$ cat src/rtl/fec_pkg.sv
// Shared types and constants for the streaming CRC + rate-1/2 K=3 convolutional encoder.
package fec_pkg;

    typedef enum logic [2:0] {
        ST_IDLE,
        ST_LOAD,
        ST_CRC,
        ST_TAIL,
        ST_DONE
    } fec_state_t;

    localparam int FEC_K = 3;
    localparam logic [FEC_K-1:0] FEC_G0 = 3'b111;
    localparam logic [FEC_K-1:0] FEC_G1 = 3'b101;

    localparam logic [15:0] FEC_CRC_POLY = 16'h1021;
    localparam logic [15:0] FEC_CRC_INIT = 16'h0000;

    // Parity of the {b, d1, d2} window under one generator polynomial.
    function automatic logic fec_parity(input logic [FEC_K-1:0] window,
                                        input logic [FEC_K-1:0] gen);
        return ^(window & gen);
    endfunction

endpackage

$ cat src/rtl/fec_stream_encoder_if.sv
// Payload-in / code-pair-out handshake bundle of fec_stream_encoder.
interface fec_stream_encoder_if;

    logic       data_in;
    logic       data_valid_in;
    logic       data_ready_out;
    logic [1:0] code_out;
    logic       code_valid_out;
    logic       code_ready_in;

    modport master (
        output data_in, data_valid_in, code_ready_in,
        input  data_ready_out, code_out, code_valid_out
    );

    modport slave (
        input  data_in, data_valid_in, code_ready_in,
        output data_ready_out, code_out, code_valid_out
    );

endinterface

$ cat src/rtl/crc_serial.sv
// Bit-serial MSB-first CRC register, non-reflected, no final XOR.
module crc_serial
    import fec_pkg::*;
#(
    parameter int                   CRC_WIDTH = 16,
    parameter logic [CRC_WIDTH-1:0] CRC_POLY  = FEC_CRC_POLY,
    parameter logic [CRC_WIDTH-1:0] CRC_INIT  = FEC_CRC_INIT
) (
    input  logic                 clk_in,
    input  logic                 rst_in,
    input  logic                 clear_in,
    input  logic                 en_in,
    input  logic                 bit_in,
    output logic [CRC_WIDTH-1:0] crc_out
);

    logic [CRC_WIDTH-1:0] crc_reg;
    logic [CRC_WIDTH-1:0] crc_next;
    logic                 fb;

    assign fb          = crc_reg[CRC_WIDTH-1] ^ bit_in;
    assign crc_next[0] = fb & CRC_POLY[0];

    genvar gi;
    generate
        for (gi = 1; gi < CRC_WIDTH; gi++) begin : g_tap
            assign crc_next[gi] = crc_reg[gi-1] ^ (fb & CRC_POLY[gi]);
        end
    endgenerate

    always_ff @(posedge clk_in) begin
        if (rst_in || clear_in) begin
            crc_reg <= CRC_INIT;
        end else if (en_in) begin
            crc_reg <= crc_next;
        end
    end

    assign crc_out = crc_reg;

endmodule

$ cat src/rtl/fec_stream_encoder.sv
// Streaming CRC append + rate-1/2 K=3 convolutional encoder with output backpressure.
// Define FEC_TAIL_EN to append two zero bits that terminate the trellis in state 00.
module fec_stream_encoder
    import fec_pkg::*;
#(
    parameter int                   DATA_BITS = 32,
    parameter int                   CRC_WIDTH = 16,
    parameter logic [CRC_WIDTH-1:0] CRC_POLY  = FEC_CRC_POLY,
    parameter logic [CRC_WIDTH-1:0] CRC_INIT  = FEC_CRC_INIT
) (
    input  logic                                         clk_in,
    input  logic                                         rst_in,
    input  logic                                         start_in,
    fec_stream_encoder_if.slave                          stream,
    output logic [CRC_WIDTH-1:0]                         crc_out,
    output logic [$clog2(DATA_BITS+CRC_WIDTH+3)-1:0]     bit_count_out,
    output logic                                         busy_out,
    output logic                                         done_out
);

    localparam int CNT_W = $clog2(DATA_BITS + CRC_WIDTH + 3);
    localparam logic [CNT_W-1:0]     LOAD_LAST = CNT_W'(DATA_BITS - 1);
    localparam logic [CNT_W-1:0]     CRC_START = CNT_W'(DATA_BITS);
    localparam logic [CNT_W-1:0]     CRC_END   = CNT_W'(DATA_BITS + CRC_WIDTH);
    localparam logic [CRC_WIDTH-1:0] CRC_MSB   = {1'b1, {(CRC_WIDTH-1){1'b0}}};
`ifdef FEC_TAIL_EN
    localparam logic [CNT_W-1:0]     TAIL_END  = CNT_W'(DATA_BITS + CRC_WIDTH + 2);
`endif

    fec_state_t           state_reg;
    logic [1:0]           enc_reg;          // {d1, d2}
    logic [1:0]           code_reg;
    logic                 code_valid_reg;
    logic [CNT_W-1:0]     bit_count_reg;

    logic [CRC_WIDTH-1:0] crc_val;
    logic [CNT_W-1:0]     crc_pos;
    logic                 adv;
    logic                 has_bit;
    logic                 consume;
    logic                 src_bit;
    logic [FEC_K-1:0]     window;

    assign adv     = !code_valid_reg || stream.code_ready_in;
    assign crc_pos = bit_count_reg - CRC_START;

    // CRC bits are read out of the frozen register by position so crc_out keeps the final value.
    always_comb begin
        has_bit = 1'b0;
        src_bit = 1'b0;
        case (state_reg)
            ST_LOAD: begin
                has_bit = stream.data_valid_in;
                src_bit = stream.data_in;
            end
            ST_CRC: begin
                has_bit = bit_count_reg < CRC_END;
                src_bit = |(crc_val & (CRC_MSB >> crc_pos));
            end
`ifdef FEC_TAIL_EN
            ST_TAIL: begin
                has_bit = bit_count_reg < TAIL_END;
            end
`endif
            default: ;
        endcase
    end

    assign consume = has_bit && adv;
    assign window  = {src_bit, enc_reg};

    crc_serial #(
        .CRC_WIDTH (CRC_WIDTH),
        .CRC_POLY  (CRC_POLY),
        .CRC_INIT  (CRC_INIT)
    ) u_crc (
        .clk_in   (clk_in),
        .rst_in   (rst_in),
        .clear_in (start_in),
        .en_in    (consume && (state_reg == ST_LOAD)),
        .bit_in   (src_bit),
        .crc_out  (crc_val)
    );

    always_ff @(posedge clk_in) begin
        if (rst_in) begin
            state_reg      <= ST_IDLE;
            enc_reg        <= 2'b00;
            code_reg       <= 2'b00;
            code_valid_reg <= 1'b0;
            bit_count_reg  <= '0;
        end else if (start_in) begin
            state_reg      <= ST_LOAD;
            enc_reg        <= 2'b00;
            code_reg       <= 2'b00;
            code_valid_reg <= 1'b0;
            bit_count_reg  <= '0;
        end else begin
            if (consume) begin
                code_reg       <= {fec_parity(window, FEC_G0), fec_parity(window, FEC_G1)};
                code_valid_reg <= 1'b1;
                enc_reg        <= {src_bit, enc_reg[1]};
                bit_count_reg  <= bit_count_reg + 1'b1;
            end else if (stream.code_ready_in) begin
                code_valid_reg <= 1'b0;
            end

            // The final phase lingers with no bits left until its last pair is taken.
            case (state_reg)
                ST_LOAD: begin
                    if (consume && bit_count_reg == LOAD_LAST) begin
                        state_reg <= ST_CRC;
                    end
                end
`ifdef FEC_TAIL_EN
                ST_CRC: begin
                    if (consume && bit_count_reg == CRC_END - 1'b1) begin
                        state_reg <= ST_TAIL;
                    end
                end
                ST_TAIL: begin
                    if (!has_bit && adv) begin
                        state_reg <= ST_DONE;
                    end
                end
`else
                ST_CRC: begin
                    if (!has_bit && adv) begin
                        state_reg <= ST_DONE;
                    end
                end
`endif
                default: ;
            endcase
        end
    end

    assign stream.data_ready_out = (state_reg == ST_LOAD) && adv;
    assign stream.code_out       = code_reg;
    assign stream.code_valid_out = code_valid_reg;
    assign crc_out               = crc_val;
    assign bit_count_out         = bit_count_reg;
    assign busy_out              = (state_reg == ST_LOAD) || (state_reg == ST_CRC) ||
                                   (state_reg == ST_TAIL);
    assign done_out              = (state_reg == ST_DONE);

endmodule

$ cat src/flat_wrapper.sv
// flat-port wrapper written by rule: the top's interface ports become plain ports
module fec_stream_encoder_flat import fec_pkg::*;
#(
    parameter int                   DATA_BITS = 32,
    parameter int                   CRC_WIDTH = 16,
    parameter logic [CRC_WIDTH-1:0] CRC_POLY  = FEC_CRC_POLY,
    parameter logic [CRC_WIDTH-1:0] CRC_INIT  = FEC_CRC_INIT
)
  (clk_in, rst_in, start_in, crc_out, bit_count_out, busy_out, done_out, stream_data_in, stream_data_valid_in, stream_code_ready_in, stream_data_ready_out, stream_code_out, stream_code_valid_out);
  fec_stream_encoder_if stream_i ();
  input  logic clk_in;
  input  logic rst_in;
  input  logic start_in;
  output logic [CRC_WIDTH-1:0] crc_out;
  output logic [$clog2(DATA_BITS+CRC_WIDTH+3)-1:0] bit_count_out;
  output logic busy_out;
  output logic done_out;
  input wire logic [$bits(stream_i.data_in)-1:0] stream_data_in;
  input wire logic [$bits(stream_i.data_valid_in)-1:0] stream_data_valid_in;
  input wire logic [$bits(stream_i.code_ready_in)-1:0] stream_code_ready_in;
  output wire logic [$bits(stream_i.data_ready_out)-1:0] stream_data_ready_out;
  output wire logic [$bits(stream_i.code_out)-1:0] stream_code_out;
  output wire logic [$bits(stream_i.code_valid_out)-1:0] stream_code_valid_out;
  assign stream_i.data_in = stream_data_in;
  assign stream_i.data_valid_in = stream_data_valid_in;
  assign stream_i.code_ready_in = stream_code_ready_in;
  assign stream_data_ready_out = stream_i.data_ready_out;
  assign stream_code_out = stream_i.code_out;
  assign stream_code_valid_out = stream_i.code_valid_out;
  fec_stream_encoder #(.DATA_BITS(DATA_BITS), .CRC_WIDTH(CRC_WIDTH), .CRC_POLY(CRC_POLY), .CRC_INIT(CRC_INIT)) u_core (.clk_in(clk_in), .rst_in(rst_in), .start_in(start_in), .stream(stream_i), .crc_out(crc_out), .bit_count_out(bit_count_out), .busy_out(busy_out), .done_out(done_out));
endmodule
$ cat config.mk
export PLATFORM = sky130hd
export DESIGN_NAME = fec_stream_encoder_flat
export DESIGN_NICKNAME = d
export VERILOG_FILES = /design/src/rtl/fec_pkg.sv /design/src/rtl/fec_stream_encoder_if.sv /design/src/rtl/crc_serial.sv /design/src/rtl/fec_stream_encoder.sv /design/src/flat_wrapper.sv
export SDC_FILE = /design/constraint.sdc
export NUM_CORES = 1
export LEC_CHECK = 0
export ABC_AREA = 0
export CAP_MARGIN = 10
export CORE_MARGIN = 2
export CORE_UTILIZATION = 54
export CTS_CLUSTER_SIZE = 20
export DETAILED_ROUTE_END_ITERATION = 8
export PLACE_DENSITY = 0.93
export SKIP_CTS_REPAIR_TIMING = 1
export SLEW_MARGIN = 10
export SYNTH_ARGS = -nofsm -noshare
export SYNTH_HDL_FRONTEND = slang
export SYNTH_HIERARCHICAL = 1
export SYNTH_SLANG_ARGS = --single-unit
$ cat constraint.sdc
create_clock -name clk_in -period 4 [get_ports clk_in]
set_input_delay 0.4 -clock clk_in [delete_from_list [all_inputs] [get_ports clk_in]]
set_output_delay 0.4 -clock clk_in [all_outputs]
set_load 0.01 [all_outputs]
==> qor.yml, run 1 <==
critical_path:
  cp-start-kind: "register"
  crit_family: "simple AND/OR/NAND/NOR gates"
  critPathRequiredTime_ns: 4.28
  crit_path_end_kind: "register"
  critPathKind: "register to register"
  path_cells: "mux4_2 -> and3b_1 -> o311a_4 -> and2_2 -> xnor2_1 -> nand4_1 -> nand3_1"
  max_stage_delay_ns: 0.53
  worst-path-buf-inv: 0
  rr_startpoint: "u_core/bit_count_out[1]"
  cp.arrival_ns: 2.63
  rr_worst_depth: 7
  crit_fanout: 10
  r2r_end: "u_core/u_crc/crc_out[12]"
  cpMaxStageDelayCell: "dfxtp_1"
  r2r_slack_ns: 1.64
cts:
  htreeDepth: 2
  cts_made_buffers: 5
  clockBufferDepth: 2
  clkSlewWorstSetupHoldPaths_ns: 0.10
  clk_latency_ns: 0.34
  cts_tree: "done"
  cts_root_buffer: "clkbuf_4"
  clkSinkCount: 30
routing:
  routed_wl_um: 3543
  wl_per_cell_um: 14.76
  ant_nets: 0
  firstDrtPassIters: 5
  drc: 0
  first_iter_violations: 73
  via_count: 1416
  post_drt_via_cell_ratio: 5.900
logic_synthesis:
  yosys_most_used_dff: "dfxtp_1"
  yosys-mux-area-fraction_pct: 13.73
  ys_seq_elements: 30
  yosysUniqueCellTypes: 48
  synthSimpleGateAreaFrac_pct: 22.17
  yosysTopAreaCell: "dfxtp_1"
  synth_commonest_cells: "dfxtp_1 (30), nor2_1 (24), mux2i_1 (16), buf_4 (14), nand2_1 (12)"
  netlist_instances: 189
  synth_top_cell_area_share_pct: 36.20
  synth-edff-count: 0
  syn_avg_cell_area_um2: 8.778
  yosys.cell_count.top_type: "dfxtp_1"
  synth_area_um2: 1659
  synth-xor-area-share_pct: 1.584
  synth.yosys.warnings: 6
  synthArstFlopShare_pct: 0
  syn_nets: 196
  synth_fa_ha_area_share_pct: 0.7541
  synth_compound_area_share_pct: 13.42
  synth_top_family_by_area: "simple AND/OR/NAND/NOR gates"
  seq_area_frac_synth_pct: 36.20
  yosys-top-cells-area: "dfxtp_1 (36%), mux2i_1 (9.7%), buf_4 (6.3%)"
placement:
  place.gp.congestion: 0.8688
  io_buffers: 33
  hpwl_um: 2503
  place_ws_ns: 1.476
sta:
  fin_hold_ws_ns: 0.4891
  fin_ws_ns: 1.644
  min_period_ns: 2.356
  fmaxAchievable_ghz: 0.4245
  fin_crit_sh_pct: 58.89
  finalSetupViolations: 0
  setup_tns_ns: 0
  finalClockSkew_ns: 0.01211
  finalHoldViolCount: 0
  tightest_slew_ns: 0.4952
  relSlewSlack_pct: 66.99
  rsz0062_at_grt: "false"
  report.final.slew_viol_count: 0
hold_path:
  min_path_type: "register to register"
  hp-start: "u_core/stream.code_out[0]"
  hold_end: "u_core/stream.code_out[0]"
  min_path_cells: 2
pwr:
  finalPower_mw: 0.5806
  power.density_nw_per_um2: 297.6
  irDropWorstVdd_uv: 174.9
  p_leak_nw: 0.6248
flow_run:
  cap_violations: 0
floorplan:
  core_area_um2: 2978
  placementRows: 20
  io_pins: 34
  die_width_um: 59.43
  die-area_um2: 3532
  die_y_um: 59.43
  start_util_pct: 55.71
global_route:
  grt_usage_pct: 21.50
  first_global_vias: 1180
  grt_max_degree: 22
  overflow: 0
  antenna_found_initial: 0
  grt_pass1_wl_um: 5602
outcome:
  status: "completed"
layout:
  fill_cells: 233
  nets: 213
  areaGrowthSynthToFinish_pct: 17.57
  drive_above_1_share_pct: 9.179
  num_antenna_cells: 0
  largest_reg_flops: 16
[layer usage]
metal  wire length, µm  track usage [%]
met1              1626            30.18
met2              1631            30.77
met3               250            6.550
met5                 0                0
met4                34            8.117
[cells in the final DEF (no fill, tap or decap), drive strengths merged, types with 3 or more instances in the layout]
master	Yosys	layout
nand3b	3	3
nor2	24	24
inv	9	9
nand2	12	12
o21ai	3	3
mux2i	16	16
clkdlybuf4s50	0	33
nand3	9	9
nand4	7	7
clkbuf	5	5
a21oi	8	8
dfxtp	30	30
[report_power, final]
| group | internal, mW | total, mW | switching (mW) |
|---|---|---|---|
| clock | 0.129 | 0.241 | 0.111 |
| sequential | 0.300 | 0.303 | 0.00336 |
| combinational | 0.0160 | 0.0366 | 0.0206 |
| total | 0.445 | 0.581 | 0.135 |
[layout make-up]
cell class,count,area [µm²],share of cell area [%]
Multi-Input combinational cell,126,859.6,44.07
Sequential cell,30,600.6,30.79
Timing Repair Buffer,34,337.8,17.32
Tap cell,33,41.29,2.117
Clock inverter,3,40.04,2.053
Clock buffer,5,37.54,1.924
Inverter,9,33.78,1.732
[cell families after synthesis]
family,count (synthesis)
and+or+nand+nor,73
buffers and inverters,33
DFF,30
AOI/OAI and AO/OA,29
muxes,20
xor gates and xnor gates,3
adders and majority gates,1
[worst min-delay path: cells and delay by family, from the launching register on]
family | cells | cell delay [ns]
compound gates | 1 | 0.07
simple gates | 1 | 0.05
flops | 1 | 0.32
[through the flow]
| stage | instance area (µm²) | std cells | util (%) |
|---|---|---|---|
| CTS | 1951 | 240 | 65.50 |
| global placement | 1873 | 232 | 62.90 |
| finish | 1951 | 240 | 65.50 |
| global route | 1951 | 240 | 65.50 |
| detailed placement | 1873 | 232 | 62.90 |
| floorplan | 1659 | 189 | - |
[worst max path at each step]
stage                                        from                       end  slack (ns)  cells after the start
after floorplan           u_core/bit_count_out[2]  u_core/u_crc/crc_out[12]        1.79                      8
final                     u_core/bit_count_out[1]  u_core/u_crc/crc_out[12]        1.64                      7
after global routing      u_core/bit_count_out[1]  u_core/u_crc/crc_out[12]        1.51                      7
after detailed placement     stream_data_valid_in   u_core/u_crc/crc_out[3]        1.48                      8
after global placement       stream_data_valid_in   u_core/u_crc/crc_out[0]        1.56                      8
after CTS                 u_core/bit_count_out[1]  u_core/u_crc/crc_out[12]        1.66                      7
No activity file was read; power rests on OpenSTA's default activity.
==> run 2: changes to the inputs <==
--- a/config.mk
+++ b/config.mk
@@ -8,10 +8,10 @@
 export ABC_AREA = 0
 export CAP_MARGIN = 10
 export CORE_MARGIN = 2
-export CORE_UTILIZATION = 54
+export CORE_UTILIZATION = 46
 export CTS_CLUSTER_SIZE = 20
 export DETAILED_ROUTE_END_ITERATION = 8
-export PLACE_DENSITY = 0.93
+export PLACE_DENSITY = 0.86
 export SKIP_CTS_REPAIR_TIMING = 1
 export SLEW_MARGIN = 10
 export SYNTH_ARGS = -nofsm -noshare
==> constraint.sdc (replaced) <==
create_clock -name clk_in -period 1.96 [get_ports clk_in]
set_input_delay 0.196 -clock clk_in [delete_from_list [all_inputs] [get_ports clk_in]]
set_output_delay 0.196 -clock clk_in [all_outputs]
set_load 0.01 [all_outputs]
==> run 2 against run 1 <==
  * Via count increased by 5.2%
  * Sequential power up 100%
  * Global-route usage fell by 2.6 points
  * Critical path type unchanged
  * Critical path depth is the same
  * Wire length up 7.0%
  * Largest cell class unchanged
  * Non-clock buffer count is 16 higher
==> qor.yml, run 2 (synthesized netlist as in run 1, its figures left out) <==
cts:
  cts_made_buffers: 5  # unchanged
  cts_tree: "done"
  htreeDepth: 2  # unchanged
  clkSlewWorstSetupHoldPaths_ns: 0.09  # about the same
  cts_root_buffer: "clkbuf_4"
  clkSinkCount: 30  # unchanged
  clockBufferDepth: 2  # unchanged
  clk_latency_ns: 0.34  # about the same
sta:
  fin_ws_ns: 0.006495  # -1.638 ns
  rsz0062_at_grt: "true"
  fmaxAchievable_ghz: 0.5119  # +21%
  report.final.slew_viol_count: 0  # unchanged
  finalSetupViolations: 0  # unchanged
  finalClockSkew_ns: 0.007633  # -0.004473 ns
  setup_tns_ns: 0  # unchanged
  tightest_slew_ns: 0.5428  # +0.04756 ns
  relSlewSlack_pct: 63.82  # -3.2 points
  fin_crit_sh_pct: 99.67  # +41 points
  fin_hold_ws_ns: 0.4887  # -0.0003930 ns
  finalHoldViolCount: 0  # unchanged
  min_period_ns: 1.954  # -0.4022 ns
layout:
  final_common_cell: "clkdlybuf4s50_1"
  largest_reg_flops: 16  # unchanged
  areaGrowthSynthToFinish_pct: 27.68
  num_antenna_cells: 0  # unchanged
  nets: 229  # +7.5%
  drive_above_1_share_pct: 18.83  # +9.7 points
  layout.cells.most_common_list: "clkdlybuf4s50_1 (33), dfxtp_1 (25), nor2_1 (22), buf_4 (16), mux2i_1 (16)"
critical_path:
  path_cells: "mux4_2 -> and3b_1 -> o311a_4 -> and2_4 -> xnor2_4 -> nand4_1 -> nand3_1"
  critPathRequiredTime_ns: 2.24  # -2.04 ns
  r2r_slack_ns: 0.006  # -1.64 ns
  critPathKind: "register to register"
  crit_path_end_kind: "register"
  rr_worst_depth: 7  # unchanged
  max_stage_delay_ns: 0.49  # -0.04 ns
  cp.arrival_ns: 2.24  # -0.39 ns
  crit_fanout: 3  # -7
  cpMaxStageDelayCell: "mux4_2"
  cp-start-kind: "register"
routing:
  post_drt_via_cell_ratio: 5.535  # -6.2%
  drc: 0  # unchanged
  wl_per_cell_um: 14.09  # -4.5%
  firstDrtPassIters: 6  # +1
  via_count: 1489  # +5.2%
  first_iter_violations: 80  # +9.6%
  routed_wl_um: 3791  # +7.0%
  ant_nets: 0  # unchanged
floorplan:
  io_pins: 34  # unchanged
  start_util_pct: 48.95  # -6.8 points
  die_y_um: 64.06  # +7.8%
  placementRows: 21  # +5.0%
  core_area_um2: 3390  # +14%
  die_width_um: 64.06  # +7.8%
  die-area_um2: 4103  # +16%
pwr:
  p_leak_nw: 0.7067  # +13%
  irDropWorstVdd_uv: 380.0  # +120%
  finalPower_mw: 1.099  # +89%
  power.density_nw_per_um2: 518.6  # +74%
placement:
  hpwl_um: 2711  # +8.3%
  place_ws_ns: 0.03004  # -1.446 ns
  io_buffers: 33  # unchanged
  place.gp.congestion: 0.8278  # -4.7%
global_route:
  first_global_vias: 1351  # +14%
  grt_pass1_wl_um: 6092  # +8.7%
  grt_max_degree: 22  # unchanged
  overflow: 0  # unchanged
  antenna_found_initial: 0  # unchanged
  grt_usage_pct: 18.91  # -2.6 points
flow_run:
  cap_violations: 0  # unchanged
hold_path:
  min_path_cells: 2  # unchanged
  min_path_type: "register to register"
outcome:
  status: "completed"
==> run 2: metrics by stage <==
step,utilization [%],instance area (µm²),instances
after floorplan,-,1670,189
after global placement,59.95,2032,261
after detailed placement,59.95,2032,261
after CTS,61.72,2092,269
after global routing,62.50,2118,269
final,62.50,2118,269
==> run 2: cell type report <==
type	instances	area, µm²
Fill cell	285	1271
Timing Repair Buffer	50	470.5
Clock inverter	1	5.005
Sequential cell	30	606.8
Clock buffer	7	55.05
Multi-Input combinational cell	126	889.6
Tap cell	46	57.56
Inverter	9	33.78
==> run 2: path summary, 6_finish.rpt <==
check / startpoint / to
max: u_core/bit_count_out[1] / u_core/u_crc/crc_out[12]
min: u_core/enc_reg[0] / u_core/enc_reg[0]
max reg2reg: u_core/bit_count_out[1] / u_core/u_crc/crc_out[12]
min reg2reg: u_core/enc_reg[0] / u_core/enc_reg[0]
==> run 2: worst max-delay path, delay by kind of cell (launching register included) <==
kind | cells | cell delay (ns)
muxes | 1 | 0.49
AOI/OAI and AO/OA | 1 | 0.31
and+or+nand+nor | 4 | 0.58
DFF | 1 | 0.35
xor gates and xnor gates | 1 | 0.16
==> run 2: routing by layer <==
layer  up-vias  wire length, µm  global-route usage [%]
li1        728                -                       -
met1       709             1716                   25.30
met2        45             1802                   29.82
met3         7              197                   4.401
met4         0               74                   6.522
met5         -                0                       0
==> run 2: power breakdown <==
part	leakage (nW)	internal (mW)	switching (mW)	total (mW)
Combinational	0.427	0.0431	0.0483	0.0914
Clock	0.0353	0.173	0.217	0.391
Sequential	0.244	0.612	0.00403	0.616
Total	0.707	0.829	0.270	1.10
==> run 3: changes to the inputs <==
--- a/config.mk
+++ b/config.mk
@@ -5,7 +5,6 @@
 export SDC_FILE = /design/constraint.sdc
 export NUM_CORES = 1
 export LEC_CHECK = 0
-export ABC_AREA = 0
 export CAP_MARGIN = 10
 export CORE_MARGIN = 2
 export CORE_UTILIZATION = 46
==> results of run 3 <==
No change in the layout: final DEF, timing and power equal those of run 2.
